[src/rtl/bcd_entry_ctrl.sv]
// ============================================================================
// bcd_entry_ctrl: 4-digit BCD keypad entry with iterative BCD-to-binary
// conversion (reverse double dabble, one step per cycle).
// Revision: 1.0
// ============================================================================
`default_nettype none

module bcd_entry_ctrl (
  input  logic        clk,
  input  logic        rst,
  input  logic        key_valid,
  input  logic [3:0]  key_code,
  output logic [3:0]  thousands,
  output logic [3:0]  hundreds,
  output logic [3:0]  tens,
  output logic [3:0]  ones,
  output logic [2:0]  digit_count,
  output logic        busy,
  output logic [15:0] result,
  output logic        result_valid
);

  typedef enum logic [0:0] {
    ENTRY = 1'b0,
    CONV  = 1'b1
  } state_t;

  localparam logic [3:0] KEY_CLEAR = 4'hA;
  localparam logic [3:0] KEY_BKSP  = 4'hB;
  localparam logic [3:0] KEY_ENTER = 4'hC;

  state_t      state, state_n;
  logic [15:0] digits, digits_n;
  logic [2:0]  count, count_n;
  logic [31:0] shifter, shifter_n;
  logic [31:0] step;
  logic [3:0]  iter, iter_n;
  logic [15:0] result_n;
  logic        result_valid_n;

  // One reverse double-dabble step: shift right, then pull each BCD nibble
  // that reached 8 or more back down by 3.
  always_comb begin
    step = {1'b0, shifter[31:1]};
    for (int i = 0; i < 4; i++) begin
      if (step[16 + 4*i +: 4] >= 4'd8)
        step[16 + 4*i +: 4] = step[16 + 4*i +: 4] - 4'd3;
    end
  end

  always_comb begin
    state_n        = state;
    digits_n       = digits;
    count_n        = count;
    shifter_n      = shifter;
    iter_n         = iter;
    result_n       = result;
    result_valid_n = 1'b0;

    case (state)
      ENTRY: begin
        if (key_valid) begin
          if (key_code <= 4'd9) begin
            if (count < 3'd4) begin
              digits_n = {digits[11:0], key_code};
              count_n  = count + 3'd1;
            end
          end else if (key_code == KEY_CLEAR) begin
            digits_n = 16'h0;
            count_n  = 3'd0;
          end else if (key_code == KEY_BKSP) begin
            if (count != 3'd0) begin
              digits_n = {4'h0, digits[15:4]};
              count_n  = count - 3'd1;
            end
          end else if (key_code == KEY_ENTER) begin
            shifter_n = {digits, 16'h0};
            iter_n    = 4'd0;
            state_n   = CONV;
          end
        end
      end

      CONV: begin
        shifter_n = step;
        iter_n    = iter + 4'd1;
        if (iter == 4'd15) begin
          result_n       = step[15:0];
          result_valid_n = 1'b1;
          digits_n       = 16'h0;
          count_n        = 3'd0;
          state_n        = ENTRY;
        end
      end

      default: state_n = ENTRY;
    endcase
  end

  always_ff @(posedge clk) begin
    if (rst) begin
      state        <= ENTRY;
      digits       <= 16'h0;
      count        <= 3'd0;
      shifter      <= 32'h0;
      iter         <= 4'd0;
      result       <= 16'h0;
      result_valid <= 1'b0;
    end else begin
      state        <= state_n;
      digits       <= digits_n;
      count        <= count_n;
      shifter      <= shifter_n;
      iter         <= iter_n;
      result       <= result_n;
      result_valid <= result_valid_n;
    end
  end

  assign thousands   = digits[15:12];
  assign hundreds    = digits[11:8];
  assign tens        = digits[7:4];
  assign ones        = digits[3:0];
  assign digit_count = count;
  assign busy        = (state == CONV);

endmodule

`default_nettype wire
[config.mk]
export PLATFORM = sky130hd
export DESIGN_NAME = bcd_entry_ctrl
export DESIGN_NICKNAME = d
export VERILOG_FILES = /design/src/rtl/bcd_entry_ctrl.sv
export SDC_FILE = /design/constraint.sdc
export NUM_CORES = 1
export LEC_CHECK = 0
export ABC_AREA = 1
export BUFFER_PORTS_ARGS = -buffer_cell sky130_fd_sc_hd__buf_2
export CORE_AREA = 2 2 95 97
export DETAILED_ROUTE_END_ITERATION = 8
export DIE_AREA = 0 0 97 99
export GPL_TIMING_DRIVEN = 0
export SYNTH_ARGS = -nofsm -noshare
export SYNTH_HDL_FRONTEND = slang
export SYNTH_SLANG_ARGS = --single-unit
[constraint.sdc]
create_clock -name clk -period 2.5 [get_ports clk]
set_input_delay 0.375 -clock clk [delete_from_list [all_inputs] [get_ports clk]]
set_output_delay 0.375 -clock clk [all_outputs]
set_load 0.01 [all_outputs]
Word level (Yosys, flattened, before mapping). Index checks and enable logic that the tools add are counted.

Register bits after elaboration: 73. Bits in latches: 0. RAM bits: 0. ROM bits: 0. Input port bits: 7. Output and inout bits: 37. Memories kept: 0.

Add/subtract/negate cells: 6. Multiply operators: 0. Divide/modulo/power cells: 0. Order comparisons: 5. Eq/ne operators: 13. Shift-type cells: 0. Muxes and demuxes: 39. Bitwise logic cells: 1. Reduce and logical (&&, ||, !) cells: 5.

Operators by type and width (count): 32-bit two-way mux (5); 16-bit two-way mux (7); 32-bit one-hot mux with 2 select lines (1); 4-bit two-way mux (8); 16-bit one-hot mux with 2 select lines (1); 3-bit two-way mux (7); 4-bit equality test, second input constant (4); 4-bit >= comparator, second input constant (3); 4-bit by 2-bit subtractor with 4-bit output, second input constant (3); 2-bit inequality test, second input constant (5); 5-bit AND reduction (2); 4-bit inequality test, second input constant (2); 4-bit one-hot mux with 2 select lines (1); 1-bit two-way mux (7); 3-bit one-hot mux with 2 select lines (1); 4-bit by 1-bit adder with 4-bit output, second input constant (1); 4-bit less-or-equal comparator, second input constant (1); 3-bit by 1-bit adder with 3-bit output, second input constant (1); 3-bit < comparator, second input constant (1); 3-bit inequality test, second input constant (1); 3-bit nonzero test (1); 3-bit by 1-bit subtractor with 3-bit output, second input constant (1); 2-bit by 1-bit inequality test with 1-bit output, second input constant (1); 1-bit one-hot mux with 2 select lines (1); other kinds (3) (3).

Longest topological paths before layout.
Depth in word-level cells: 7. Depth in mapped cells: 11.

Worst setup path after synthesis. No wires, ideal clock.

Kind: reg-to-reg. Start: register count[0] (netlist: digit_count[0]). End: register digits[13]. Library setup time: 0.113 ns. Arrival time: 1.325 ns. Path slack: 1.062 ns. Stages on the path, launching flop included: 12. Path buffers: 1. Cells stage by stage: dfxtp_1 > inv_1 > ha_1 > nand2_1 > nand3_1 > nand3_2 > nand2_4 > nand2_2 > buf_6 > nand2_1 > nand2_1 > nor2_1.

Word-level cells in the longest chain between the ends: 3. Elaborated cells between the ends (all ways): 5. Classes of those cells: order compare (1); eq/ne (2); reduce/logical (2).

Ends and longest elaborated chain: start: declaration (line 34) `logic [2:0] count, count_n;`; start signal: assignment (line 112) `count <= count_n;`; 3-bit < comparator or 3-bit nonzero test (tied branches) (line 64, 72); 3-bit inequality test (no source line) or 4-bit inequality test (tied branches); 5-bit AND reduction (no source line) *; end signal: assignment (line 111) `digits <= digits_n;`; end: declaration (line 33) `logic [15:0] digits, digits_n;`.

Every way passes the cells marked *; elsewhere a longest branch is shown, timed or not. A chain may end at the register's enable or synchronous reset.

Worst setup path in the final report.
Start: register iter[0]. End: register result[14].

Word-level cells in the longest chain between the ends: 2.

Ends and longest elaborated chain: start: declaration (line 37) `logic [3:0] iter, iter_n;`; start signal: assignment (line 114) `iter <= iter_n;`; 4-bit equality test (line 87) `if (iter == 4'd15) begin`; 2-bit AND reduction (no source line); end signal: assignment (line 115) `result <= result_n;`; end: declaration (line 19) `output logic [15:0] result,`.

No other way between the ends.

==> flow_summary.ini <==
[power]
power_frac_seq = 0.517
pwr-share-clk = 0.374
p_per_area_nw_per_um2 = 602
comb_power_share = 0.108
p_leak_nw = 1.75
power.switching_w = 0.000690
irDropWorstVdd_uv = 232
switching_share = 0.296
power.internal_w = 0.00164

[floorplan]
start_util = 0.390
num_rows = 34
dieArea_um2 = 9600
ioPinCount = 44
die_w_um = 97
placeableCoreArea_um2 = 8550
die_h_um = 99

[cts]
cts_sinks = 72
clk_pin_slew_worst_paths_ns = 0.09
postCtsSetupRepairBufs = 0
numCtsBuffers = 9
cts_root_buffer = clkbuf_8
htree_levels = 3
cts_tree = done
hold_buffers = 0
cts_resized = 0
worstSkewPairLatency_ns = 0.36
cts.path.max_buffers = 2

[logic_synthesis]
yosys_warnings = 0
synth_compound_area_frac = 0.123
synth_area_um2 = 3340
yosysSeqAreaShare = 0.432
synth_seq_cells = 72
synthAdderAreaFrac = 0.0375
synth_mux_area_frac = 0
syn_inst = 479
syn_nets = 496
synth_xor_area_frac = 0.00262
synth_top_family_by_area = simple AND/OR/NAND/NOR gates
synth-simple-area-share = 0.326
synth_cell_type_count = 31
avgSynthCellArea_um2 = 6.97

[global_route]
gr-total-overflow = 0
grt_pass1_wl_mm = 14.4
grt_max_degree = 16
antenna_found_initial = 0
grt_use_total = 0.185
grt_pass1_vias = 2941

[setup_path]
cp_max_fo = 10
crit_family = simple AND/OR/NAND/NOR gates
path_class = register to register
arrival_ns = 1.92
crit_top_cell = nand2_1
crit_chain = ha_1 > nand4_2 > nor2_2 > buf_2 > nand2_1 > nand2_1
required_ns = 2.81
max_stage_delay_ns = 0.38
start_kind = register
critPathSlowestCell = dfxtp_1
cp-end-kind = register
cp_num_buf_inv = 1

[detailed_routing]
postRouteAntennaNets = 0
vias = 3202
drt_wl_total_mm = 8.73
drc = 0
dr.pass1.iters = 4
initialDrtViolationCount = 172
vias_per_cell = 4.96
drt-wirelength-per-cell_um = 13.5

[cells_and_area]
layout.nets = 550
drive_gt1_frac = 0.156
utilization = 0.453
diodes = 0
fin_area_um2 = 3870
syn2layout_area_growth_pct = 16.1

[timing]
setup_violations = 0
hold_violations = 0
rsz0062_at_grt = false
maxSlewViolCount = 0
fin_worst_hold_slack_ns = 0.373
setup_tns_ns = 0
slew_headroom = 0.636
fmax_mhz = 620
final.setup_skew_ns = 0.00616
period_share = 0.645
worstMarginPinSlew_ns = 0.545
period_needed_ns = 1.61

[placement]
dpl-instance-area_um2 = 3690
place_congestion = 0.861
dpl.hpwl_mm = 6.21
io_buffers = 43

[job]
drv_cap = 0

[worst_hold_path]
hp-class = input pin to register

[run_status]
status = completed
-- state kept, by name (all words and copies together), names as in the netlist --
name	count
result	16
result_valid	1
iter	4
shifter	31
busy	1
digit_count	3
digits	16
-- power by group through the flow --
| stage | logic [W] | clock network, W | registers [W] |
|---|---|---|---|
| 2_1_floorplan | 0.000162 | 0 | 0.00123 |
| 3_3_place_gp | 0.000249 | 0 | 0.00123 |
| 3_5_place_dp | 0.000252 | 0 | 0.00123 |
| 4_1_cts | 0.000253 | 0.000896 | 0.00121 |
| 5_1_grt | 0.000283 | 0.000962 | 0.00121 |
| 6_report | 0.000253 | 0.000873 | 0.00121 |
-- worst paths after layout --
check	from	to	slack (ns)	depth (start not counted)
setup / recovery	iter[0]	result[14]	0.89	6
hold / removal	rst	result[3]	0.37	4
setup reg to reg	iter[0]	result[14]	0.89	6
hold reg to reg	shifter[9]	result[8]	0.46	2
-- cells by family after synthesis --
kind of cell	after synthesis
adders and majority gates	10
DFF	72
AOI/OAI and AO/OA	77
xor gates and xnor gates	1
buffers and inverters	59
and+or+nand+nor	260
-- stage by stage --
step / setup WS, ns / instances / total power [W]
after detailed placement: 0.812 / 630 / 0.00148
after floorplan: 1.06 / 479 / 0.00140
final: 0.888 / 646 / 0.00233
after global routing: 0.724 / 646 / 0.00246
after global placement: 0.826 / 630 / 0.00148
after CTS: 0.876 / 646 / 0.00236
-- worst min-delay path, stage by stage --
cell and delay (ns):
buf_2 0.12, nor2_2 0.09, nand2_1 0.07, nand2_1 0.04
-- cell usage in the layout, fill, tap and decap left out --
cell and n:
nand2_1 161, dfxtp_1 72, buf_2 52, nand3_1 43, a21oi_1 43, nor2_1 41
inv_1 30, o21ai_0 19, clkbuf_1 12, ha_1 10, clkbuf_8 9, a31oi_1 8
buf_6 4, nand3b_1 4, o22ai_1 3, clkinv_4 3, nor3_1 2, or2_2 2
a21oi_2 2, inv_6 2, clkinv_2 1, o21bai_1 1, clkinv_1 1, nand4_2 1
nor2_2 1, inv_2 1, nor2_4 1, nand3_2 1, o21ai_1 1, nand2_4 1
nand2_2 1, xor2_1 1, nand4_1 1, buf_1 1, inv_8 1, clkinvlp_4 1
-- cell usage after synthesis (all sizes together) --
| cell | count | area [µm²] |
|---|---|---|
| clkinv | 2 | 8.75 |
| ha | 10 | 125 |
| a21oi | 45 | 233 |
| dfxtp | 72 | 1440 |
| nand3b | 4 | 30.0 |
| o21bai | 1 | 7.51 |
| o22ai | 3 | 18.8 |
| nor2 | 43 | 171 |
| nor3 | 2 | 10.0 |
| nand3 | 44 | 225 |
| buf | 14 | 93.8 |
| nand4 | 2 | 18.8 |
| xor2 | 1 | 8.76 |
| o21ai | 20 | 100 |
| inv | 31 | 116 |
| clkbuf | 12 | 45.0 |
| a31oi | 8 | 50.1 |
| or2 | 2 | 12.5 |
| nand2 | 163 | 622 |
-- routing by layer --
metal | share of wire | global-route usage
met1 | 0.47 | 0.248
met2 | 0.47 | 0.298
met3 | 0.051 | 0.0426
met4 | 0.012 | 0.0607
met5 | 0 | 0
-- final cells by class --
| type | instances | area [µm²] |
|---|---|---|
| fillers | 884 | 4680 |
| clock inverters | 7 | 62.6 |
| clock buffers | 9 | 124 |
| plain buffers | 26 | 139 |
| inverters | 33 | 125 |
| flip-flops and latches | 72 | 1440 |
| multi-input cells | 348 | 1630 |
| well taps | 108 | 135 |
| repair buffers | 43 | 215 |
Note: power is estimated with default switching activity, not from simulation.
